File: src/rtl/pixel_unstacker_if.sv
// Chunk-in / pixel-out handshake bundle for pixel_unstacker.
// The master side feeds DRAM read chunks and consumes pixels; the slave is the unstacker.
interface pixel_unstacker_if #(
  parameter int HRES = 1280,
  parameter int VRES = 720
);
  localparam int PIX_AW   = $clog2(HRES * VRES);
  localparam int CHUNK_AW = $clog2(HRES * VRES / 8);

  logic                   chunk_valid_in;
  logic                   chunk_ready_out;
  logic [CHUNK_AW-1:0]    chunk_addr_in;
  logic [7:0][15:0]       chunk_data_in;
  logic                   pixel_valid_out;
  logic                   pixel_ready_in;
  logic [15:0]            pixel_out;
  logic [PIX_AW-1:0]      addr_out;
  logic                   frame_end_out;
  logic                   seq_error_out;

  modport master (
    output chunk_valid_in, chunk_addr_in, chunk_data_in, pixel_ready_in,
    input  chunk_ready_out, pixel_valid_out, pixel_out, addr_out,
           frame_end_out, seq_error_out
  );

  modport slave (
    input  chunk_valid_in, chunk_addr_in, chunk_data_in, pixel_ready_in,
    output chunk_ready_out, pixel_valid_out, pixel_out, addr_out,
           frame_end_out, seq_error_out
  );
endinterface

File: src/rtl/pixel_unstacker.sv
// Unpacks 8-pixel DRAM read chunks into a one-pixel-per-cycle RGB565 stream,
// tracking linear chunk order and flagging any out-of-sequence chunk.
module pixel_unstacker #(
  parameter int HRES = 1280,
  parameter int VRES = 720
) (
  input  logic               clk_in,
  input  logic               rst_in,
  pixel_unstacker_if.slave   bus
);
  localparam int PIXELS   = HRES * VRES;
  localparam int CHUNKS   = PIXELS / 8;
  localparam int PIX_AW   = $clog2(PIXELS);
  localparam int CHUNK_AW = $clog2(CHUNKS);

  logic [7:0][15:0]    chunk_buf;
  logic [CHUNK_AW-1:0] buf_addr;
  logic [CHUNK_AW-1:0] expected_chunk;
  logic                full;
  logic [2:0]          index;
  logic                seq_error;
  logic                chunk_ready;
  logic                chunk_fire;
  logic                pixel_fire;
  logic [PIX_AW-1:0]   pix_addr;

  // A new chunk may land either into an empty buffer or on the very edge
  // the last buffered pixel leaves, which gives zero-bubble streaming.
  assign chunk_ready = !full || (index == 3'd7 && bus.pixel_ready_in);
  assign chunk_fire  = bus.chunk_valid_in && chunk_ready;
  assign pixel_fire  = full && bus.pixel_ready_in;
  assign pix_addr    = {buf_addr, index};

  always_ff @(posedge clk_in or posedge rst_in) begin
    if (rst_in) begin
      chunk_buf      <= '0;
      buf_addr       <= '0;
      expected_chunk <= '0;
      full           <= 1'b0;
      index          <= 3'd0;
      seq_error      <= 1'b0;
    end else if (chunk_fire) begin
      chunk_buf <= bus.chunk_data_in;
      buf_addr  <= bus.chunk_addr_in;
      full      <= 1'b1;
      index     <= 3'd0;
      if (bus.chunk_addr_in != expected_chunk)
        seq_error <= 1'b1;
      // Resynchronise on whatever arrived so a single glitch flags once.
      if (bus.chunk_addr_in == CHUNK_AW'(CHUNKS - 1))
        expected_chunk <= '0;
      else
        expected_chunk <= bus.chunk_addr_in + CHUNK_AW'(1);
    end else if (pixel_fire) begin
      if (index == 3'd7) begin
        full  <= 1'b0;
        index <= 3'd0;
      end else begin
        index <= index + 3'd1;
      end
    end
  end

  assign bus.chunk_ready_out = chunk_ready;
  assign bus.pixel_valid_out = full;
  assign bus.pixel_out       = chunk_buf[index];
  assign bus.addr_out        = pix_addr;
  assign bus.frame_end_out   = full && (pix_addr == PIX_AW'(PIXELS - 1));
  assign bus.seq_error_out   = seq_error;
endmodule

File: src/flat_wrapper.sv
// flat-port wrapper written by rule: the top's interface ports become plain ports
module pixel_unstacker_flat 
#(
  parameter int HRES = 1280,
  parameter int VRES = 720
)
  (clk_in, rst_in, bus_chunk_valid_in, bus_chunk_addr_in, bus_chunk_data_in, bus_pixel_ready_in, bus_chunk_ready_out, bus_pixel_valid_out, bus_pixel_out, bus_addr_out, bus_frame_end_out, bus_seq_error_out);
  pixel_unstacker_if #(.HRES(HRES), .VRES(VRES)) bus_i ();
  input  logic clk_in;
  input  logic rst_in;
  input wire logic [$bits(bus_i.chunk_valid_in)-1:0] bus_chunk_valid_in;
  input wire logic [$bits(bus_i.chunk_addr_in)-1:0] bus_chunk_addr_in;
  input wire logic [$bits(bus_i.chunk_data_in)-1:0] bus_chunk_data_in;
  input wire logic [$bits(bus_i.pixel_ready_in)-1:0] bus_pixel_ready_in;
  output wire logic [$bits(bus_i.chunk_ready_out)-1:0] bus_chunk_ready_out;
  output wire logic [$bits(bus_i.pixel_valid_out)-1:0] bus_pixel_valid_out;
  output wire logic [$bits(bus_i.pixel_out)-1:0] bus_pixel_out;
  output wire logic [$bits(bus_i.addr_out)-1:0] bus_addr_out;
  output wire logic [$bits(bus_i.frame_end_out)-1:0] bus_frame_end_out;
  output wire logic [$bits(bus_i.seq_error_out)-1:0] bus_seq_error_out;
  assign bus_i.chunk_valid_in = bus_chunk_valid_in;
  assign bus_i.chunk_addr_in = bus_chunk_addr_in;
  assign bus_i.chunk_data_in = bus_chunk_data_in;
  assign bus_i.pixel_ready_in = bus_pixel_ready_in;
  assign bus_chunk_ready_out = bus_i.chunk_ready_out;
  assign bus_pixel_valid_out = bus_i.pixel_valid_out;
  assign bus_pixel_out = bus_i.pixel_out;
  assign bus_addr_out = bus_i.addr_out;
  assign bus_frame_end_out = bus_i.frame_end_out;
  assign bus_seq_error_out = bus_i.seq_error_out;
  pixel_unstacker #(.HRES(HRES), .VRES(VRES)) u_core (.clk_in(clk_in), .rst_in(rst_in), .bus(bus_i));
endmodule
File: config.mk
export PLATFORM = sky130hd
export DESIGN_NAME = pixel_unstacker_flat
export DESIGN_NICKNAME = d
export VERILOG_FILES = /design/src/rtl/pixel_unstacker_if.sv /design/src/rtl/pixel_unstacker.sv /design/src/flat_wrapper.sv
export SDC_FILE = /design/constraint.sdc
export NUM_CORES = 1
export LEC_CHECK = 0
export BUFFER_PORTS_ARGS = -buffer_cell sky130_fd_sc_hd__buf_2
export CAP_MARGIN = 20
export CORE_ASPECT_RATIO = 0.9
export CORE_MARGIN = 1.5
export CORE_UTILIZATION = 54
export CTS_CLUSTER_DIAMETER = 30
export CTS_CLUSTER_SIZE = 20
export DETAILED_ROUTE_END_ITERATION = 8
export PLACE_DENSITY = 0.78
export SYNTH_ARGS = -nofsm -noshare
export SYNTH_HDL_FRONTEND = slang
export SYNTH_SLANG_ARGS = --single-unit
File: constraint.sdc
create_clock -name clk_in -period 5.8 [get_ports clk_in]
set_clock_uncertainty 0.05 [all_clocks]
set_input_delay 0.29 -clock clk_in [delete_from_list [all_inputs] [get_ports clk_in]]
set_output_delay 0.29 -clock clk_in [all_outputs]
set_load 0.005 [all_outputs]
==> flow_metrics.env, run 1 <==
export IMPL_syn_area_per_cell_sq_um=9.389
export IMPL_synth_edf_count=0
export IMPL_grt_max_degree=112
export IMPL_clock_tree_root_cell="clkbuf_16"
export IMPL_synth_top_area_share_pct=53.50
export IMPL_vias_per_cell=5.292
export IMPL_fin_crit_sh_pct=55.88
export IMPL_maxSlewViolCount=0
export IMPL_syn_area_sq_mm=0.007811
export IMPL_finalPower_mw=5.049
export IMPL_cp_max_fo=64
export IMPL_p_int_mw=3.396
export IMPL_netlist_instances=832
export IMPL_clkTransAtPathRegs_ns=0.07
export IMPL_io_pins=189
export IMPL_required_ns=6.12
export IMPL_worstSetupPathType="reg2reg"
export IMPL_tns_ns=0
export IMPL_grt_antenna_before_repair=1
export IMPL_gp_congestion=0.8451
export IMPL_status="finished, final reports clean"
export IMPL_cts_buffers=17
export IMPL_synth_most_common_cell="nand2_1"
export IMPL_hold_violations=0
export IMPL_grt_use_total_pct=28.82
export IMPL_p_sw_share_pct=32.75
export IMPL_nNetsFinal=1194
export IMPL_yosysWarnings=0
export IMPL_fin_cells=1249
export IMPL_dp_worst_setup_slack_ns=2.614
export IMPL_syn_nets=984
export IMPL_slowest_delay_ns=0.93
export IMPL_core_area_sq_mm=0.01406
export IMPL_die_area_sq_mm=0.01520
export IMPL_ys_top_cells_by_area="dfrtp_1 (53%), nand2_1 (22%), mux4_2 (9.2%)"
export IMPL_fmax_mhz=308.5
export IMPL_crit_chain="ha_1, ha_1, a21bo_2, and2_4, buf_4, nand2_1, nand2_1"
export IMPL_grt_pass1_wl_microns=32600
export IMPL_n_fill_cell=1037
export IMPL_p_comb_share_pct=32.5
export IMPL_synth_flop_cell="dfrtp_1"
export IMPL_clock_path_buffers=2
export IMPL_switchingPower_mw=1.653
export IMPL_clockPowerShare_pct=24.8
export IMPL_synthArstFlopShare_pct=100.0
export IMPL_p_leak_nw=5.146
export IMPL_rsz0062_at_grt="no"
export IMPL_cp_arrival_ns=3.56
export IMPL_cp_top_family="flip-flops"
export IMPL_startpoint_type="flip-flop"
export IMPL_cp_end_kind="flip-flop"
export IMPL_powerDensity_mw_per_mm2=505.7
export IMPL_grt_pass1_vias=6495
export IMPL_p_seq_share_pct=42.7
export IMPL_multi_input_area_sq_mm=0.003378
export IMPL_critPathBufInv=1
export IMPL_critPathSlowestCell="dfrtp_2"
export IMPL_dp_cells=1164
export IMPL_fin_crit_ns=3.241
export IMPL_syn_to_final_growth_pct=27.81
export IMPL_max_slew_worst_pin_slew_ns=1.016
export IMPL_yosys_area_top_type="dfrtp_1"
export IMPL_synth_common_cells="nand2_1 (451), dfrtp_1 (167), mux4_2 (32)"
export IMPL_dp_hpwl_microns=12780
export IMPL_ys_seq_area_share_pct=53.50
export IMPL_dieWidth_microns=129.8
export IMPL_hold_path_class="in2reg"
export IMPL_dr_pass1_iters=5
export IMPL_clock_sinks=167
export IMPL_die_y_microns=117.1
export IMPL_vias=6610
export IMPL_cts_tree="yes"
export IMPL_placement_io_buffers=188
export IMPL_initial_utilization_pct=55.57
export IMPL_ant_nets=0
export IMPL_drv_cap=0
export IMPL_htree_levels=4
export IMPL_rows=41
export IMPL_irDropWorstVdd_v=0.0002701
export IMPL_overflow=0
export IMPL_seq_area_sq_mm=0.004182
export IMPL_clk_latency_ns=0.42
export IMPL_setup_ws_ns=2.559
export IMPL_drc=0
export IMPL_post_drt_wl_per_cell_microns=16.65
export IMPL_finalSetupViolations=0
export IMPL_postCtsSetupBuffers=0
export IMPL_routed_wl_microns=20790
export IMPL_drt_iter0_drc=510
export IMPL_layout_drive_gt1_share_pct=26.82
export IMPL_synth_seq_cells=167
export IMPL_synth_cell_types=32
export IMPL_max_slew_margin_pct=32.29
-- logic make-up after synthesis --
group,after synthesis,synth area share [%]
adder cells (fa/ha/maj),3,0.4806
buffers and inverters,59,3.380
AO/OA/AOI/OAI,26,2.195
XOR/XNOR,32,3.588
flip-flops,167,53.50
multiplexers,49,11.66
AND/OR/NAND/NOR,496,25.20
-- registers in the layout, summed over array words and instances, names as in the netlist --
register / flops
u_core.buf_addr: 17
u_core.bus.pixel_valid_out: 1
u_core.bus.seq_error_out: 1
u_core.chunk_buf: 128
u_core.expected_chunk: 17
u_core.index: 3
-- power by group through the flow --
stage / Clock, mW / Sequential (mW) / Combinational (mW)
finish: 1.25 / 2.15 / 1.64
CTS: 1.26 / 2.14 / 1.65
global placement: 0 / 2.13 / 1.54
floorplan: 0 / 1.99 / 1.16
detailed placement: 0 / 2.15 / 1.60
global route: 1.32 / 2.22 / 1.83
-- cell type report --
| class | instances | share of cell area [%] |
|---|---|---|
| flip-flops and latches | 167 | 41.88 |
| multi-input cells | 606 | 33.84 |
| repair buffers | 246 | 15.09 |
| clock buffers | 20 | 4.575 |
| well taps | 193 | 2.419 |
| clock inverters | 12 | 1.968 |
| inverters | 4 | 0.2005 |
| diodes | 1 | 0.02507 |
-- through the flow --
| stage | hold WS [ns] | area, sq um | utilization [%] |
|---|---|---|---|
| floorplan | 0.3454 | 7811 | - |
| global placement | 0.4018 | 8807 | 62.66 |
| detailed placement | 0.4073 | 8807 | 62.66 |
| CTS | 0.0003620 | 9971 | 70.94 |
| global route | 0.002119 | 9983 | 71.03 |
| finish | 0.01021 | 9983 | 71.03 |
-- worst reg2reg max path, cell delays in order (launching register included) --
cell	delay, ns
dfrtp_2	0.93
ha_1	0.33
ha_1	0.21
a21bo_2	0.21
and2_4	0.52
buf_4	0.65
nand2_1	0.18
nand2_1	0.11
-- cells in the final DEF (no fill, tap or decap), types with 4 or more instances in the layout --
cell           netlist  final
nor2_1               8      8
nand2_1            451    450
clkbuf_16            0     17
xnor2_1             26     26
o21ai_0             15     15
nand3_1              4      4
dfrtp_1            167    165
buf_2               29    188
mux4_2              32     32
buf_4                1      6
a211oi_1             4      4
mux2_2              16     16
nor4_1               6      6
dlygate4sd3_1        0     52
bufinv_16            0      5
nand4_1             13     13
xor2_1               6      6
nor3_1               6      6
-- final timing paths --
| kind | from | endpoint | slack (ns) | cells after the start |
|---|---|---|---|---|
| min in group asynchronous | rst_in | u_core.buf_addr[3] | 0.02 | 2 |
| setup / recovery | u_core.index[1] | u_core.chunk_buf[104] | 2.56 | 7 |
| setup reg to reg | u_core.index[1] | u_core.chunk_buf[104] | 2.56 | 7 |
| max in group asynchronous | rst_in | u_core.index[1] | 4.27 | 3 |
| hold / removal | bus_chunk_data_in[3] | u_core.chunk_buf[3] | 0.01 | 3 |
| hold reg to reg | u_core.chunk_buf[59] | u_core.chunk_buf[59] | 0.42 | 2 |
-- timing repair --
item | in CTS | in global routing
endpoints found under the hold margin | 51 | 1
resized for setup | 0 | 0
hold buffers | 51 | 1
-- routing by layer --
metal	part of all wire (%)	routed length [microns]	global-route usage, %	up-vias
li1	-	-	-	3100
met1	40	8413	36.46	3188
met2	49	10260	47.76	274
met3	6.9	1428	6.591	48
met4	3.3	694	13.48	0
met5	0	0	0	-
No activity file was read; power rests on OpenSTA's default activity.
==> run 2, diff against run 1 <==
--- a/config.mk
+++ b/config.mk
@@ -9,11 +9,11 @@
 export CAP_MARGIN = 20
 export CORE_ASPECT_RATIO = 0.9
 export CORE_MARGIN = 1.5
-export CORE_UTILIZATION = 54
+export CORE_UTILIZATION = 49
 export CTS_CLUSTER_DIAMETER = 30
 export CTS_CLUSTER_SIZE = 20
 export DETAILED_ROUTE_END_ITERATION = 8
-export PLACE_DENSITY = 0.78
+export PLACE_DENSITY = 0.75
 export SYNTH_ARGS = -nofsm -noshare
 export SYNTH_HDL_FRONTEND = slang
 export SYNTH_SLANG_ARGS = --single-unit
==> constraint.sdc (replaced) <==
create_clock -name clk_in -period 2.9 [get_ports clk_in]
set_clock_uncertainty 0.05 [all_clocks]
set_input_delay 0.145 -clock clk_in [delete_from_list [all_inputs] [get_ports clk_in]]
set_output_delay 0.145 -clock clk_in [all_outputs]
set_load 0.005 [all_outputs]
==> run 2 against run 1 <==
First-iteration DRC count decreased by 2.7%. Power is 100% higher. Critical path depth shrank 3. Non-clock buffer count rose by 99. Routed wire length rose by 15%. Final cell count is 8.6% higher. Sequential cell count stayed put. Worst hold slack improved by 0.045 ns. Global-route usage increased by 0.92 points. Register-to-register slack got worse by 2.0 ns. Die area grew 10%. Critical path type is now reg2out. Critical endpoint is now bus_pixel_out[9]. Largest power group unchanged.
==> flow_metrics.env, run 2 (synthesis gave the netlist of run 1 again) <==
export IMPL_worstSetupPathType="reg2out"
export IMPL_layout_drive_gt1_share_pct=24.87
export IMPL_syn_to_final_growth_pct=40.62
export IMPL_top_register="u_core.chunk_buf"
export IMPL_grt_use_total_pct=29.75
export IMPL_p_comb_share_pct=35.9
export IMPL_num_antenna_cells=0
export IMPL_io_pins=189
export IMPL_multi_input_area_sq_mm=0.003378
export IMPL_grt_pass1_vias=7390
export IMPL_core_area_sq_mm=0.01549
export IMPL_nNetsFinal=1293
export IMPL_rr_worst_depth=7
export IMPL_routed_wl_microns=23910
export IMPL_vias_per_cell=5.308
export IMPL_cp_arrival_ns=2.33
export IMPL_postCtsSetupBuffers=0
export IMPL_cp_end_kind="output port"
export IMPL_placement_io_buffers=188
export IMPL_cts_buffers=17
export IMPL_slowest_delay_ns=0.63
export IMPL_die_y_microns=122.8
export IMPL_clock_path_buffers=2
export IMPL_clockPowerShare_pct=22.4
export IMPL_grt_max_degree=105
export IMPL_crit_chain="buf_12, mux4_2, mux2_2, buf_2"
export IMPL_worstHoldPathCells=3
export IMPL_placed_area_sq_mm=0.008930
export IMPL_clk_latency_ns=0.43
export IMPL_clock_tree_root_cell="clkbuf_16"
export IMPL_fin_crit_ns=2.524
export IMPL_p_leak_nw=5.557
export IMPL_final_area_sq_mm=0.01098
export IMPL_maxSlewViolCount=0
export IMPL_path_depth=4
export IMPL_drc=0
export IMPL_rsz0062_at_grt="no"
export IMPL_hold_path_class="in2reg"
export IMPL_dr_pass1_iters=5
export IMPL_powerDensity_mw_per_mm2=921.6
export IMPL_htree_levels=4
export IMPL_overflow=0
export IMPL_n_fill_cell=1060
export IMPL_required_ns=2.71
export IMPL_finalSetupViolations=0
export IMPL_vias=7198
export IMPL_ant_nets=0
export IMPL_status="finished, final reports clean"
export IMPL_irDropWorstVdd_v=0.0005235
export IMPL_rows=43
export IMPL_final_util_pct=70.89
export IMPL_hold_violations=0
export IMPL_p_sw_share_pct=33.88
export IMPL_gp_congestion=0.8327
export IMPL_max_slew_margin_pct=58.18
export IMPL_largest_register_ffs=128
export IMPL_fmax_mhz=396.2
export IMPL_dp_worst_setup_slack_ns=0.6760
export IMPL_seq_area_sq_mm=0.004182
export IMPL_clock_sinks=167
export IMPL_layout_common_cells="nand2_1 (450), buf_2 (188), dfrtp_1 (165)"
export IMPL_critPathSlowestCell="mux4_2"
export IMPL_max_slew_worst_pin_slew_ns=0.6260
export IMPL_critPathBufInv=2
export IMPL_startpoint_type="flip-flop"
export IMPL_p_int_mw=6.693
export IMPL_setup_ws_ns=0.3757
export IMPL_final_common_cell="nand2_1"
export IMPL_initial_utilization_pct=50.41
export IMPL_grt_pass1_wl_microns=36980
export IMPL_largestRegisters="u_core.chunk_buf x128, u_core.buf_addr x17, u_core.expected_chunk x17"
export IMPL_clkTransAtPathRegs_ns=0.06
export IMPL_dp_hpwl_microns=13490
export IMPL_die_area_sq_mm=0.01671
export IMPL_cts_tree="yes"
export IMPL_cp_max_fo=29
export IMPL_switchingPower_mw=3.430
export IMPL_p_seq_share_pct=41.6
export IMPL_drt_iter0_drc=496
export IMPL_grt_antenna_before_repair=0
export IMPL_hold_slack_ns=0.05503
export IMPL_tns_ns=0
export IMPL_drv_cap=0
export IMPL_post_drt_wl_per_cell_microns=17.63
export IMPL_dieWidth_microns=136.1
export IMPL_fin_crit_sh_pct=87.04
export IMPL_cp_top_family="multiplexers"
run 2: cell types whose count changed in the layout (fill, tap and decap cells not counted):
cell and change:
clkinvlp_4 +1, diode_2 -1, clkbuf_1 +1, bufinv_16 -3, dlygate4sd3_1 +94, buf_12 +6, clkbuf_8 +1, clkinv_4 +1
clkinv_2 -1, buf_4 -1
run 2: layout make-up:
cell class	instances	share of cell area, %
clock inverters	10	1.082
multi-input cells	606	30.76
repair buffers	345	23.31
well taps	202	2.301
flip-flops and latches	167	38.07
inverters	4	0.1709
clock buffers	22	4.317
run 2: worst paths after layout:
| path | start | to | slack [ns] |
|---|---|---|---|
| hold / removal | bus_chunk_addr_in[8] | u_core.buf_addr[8] | 0.06 |
| setup / recovery | u_core.index[0] | bus_pixel_out[9] | 0.38 |
| min in group asynchronous | rst_in | u_core.buf_addr[2] | 0.29 |
| setup reg to reg | u_core.index[0] | u_core.chunk_buf[67] | 0.58 |
| max in group asynchronous | rst_in | u_core.chunk_buf[17] | 1.62 |
| hold reg to reg | u_core.chunk_buf[36] | u_core.chunk_buf[36] | 0.42 |
run 2: what timing repair did:
action | in CTS | in global routing
hold endpoints to repair | 170 | 0
gates resized for setup | 0 | 0
hold buffers | 146 | 0
run 2: worst register-to-register path, stage by stage, from the launching register on:
cell and delay, ns:
dfrtp_2 0.50, ha_1 0.27, ha_1 0.22, a21bo_2 0.27
nand2_4 0.22, buf_12 0.41, nand2_1 0.19, nand2_1 0.11
run 2: metrics by stage:
stage                     total power, mW  std cells
final                               10.12       1356
after global routing                10.74       1356
after CTS                           10.04       1356
after detailed placement            7.567       1178
after global placement              7.428       1178
after floorplan                     6.308        832
run 2: per-layer routing:
layer  vias up  part of all wire (%)  global-route usage [%]
met3        76                   6.4                   6.815
met1      3523                    39                   35.50
li1       3291                     -                       -
met5         -                     0                       0
met2       308                    50                   49.97
met4         0                   4.3                   16.69
run 2: power groups by stage:
stage	logic [mW]	registers [mW]	clock network [mW]
floorplan	2.33	3.98	0
global placement	3.28	4.15	0
detailed placement	3.40	4.17	0
CTS	3.58	4.15	2.30
global route	4.01	4.33	2.40
finish	3.64	4.22	2.27
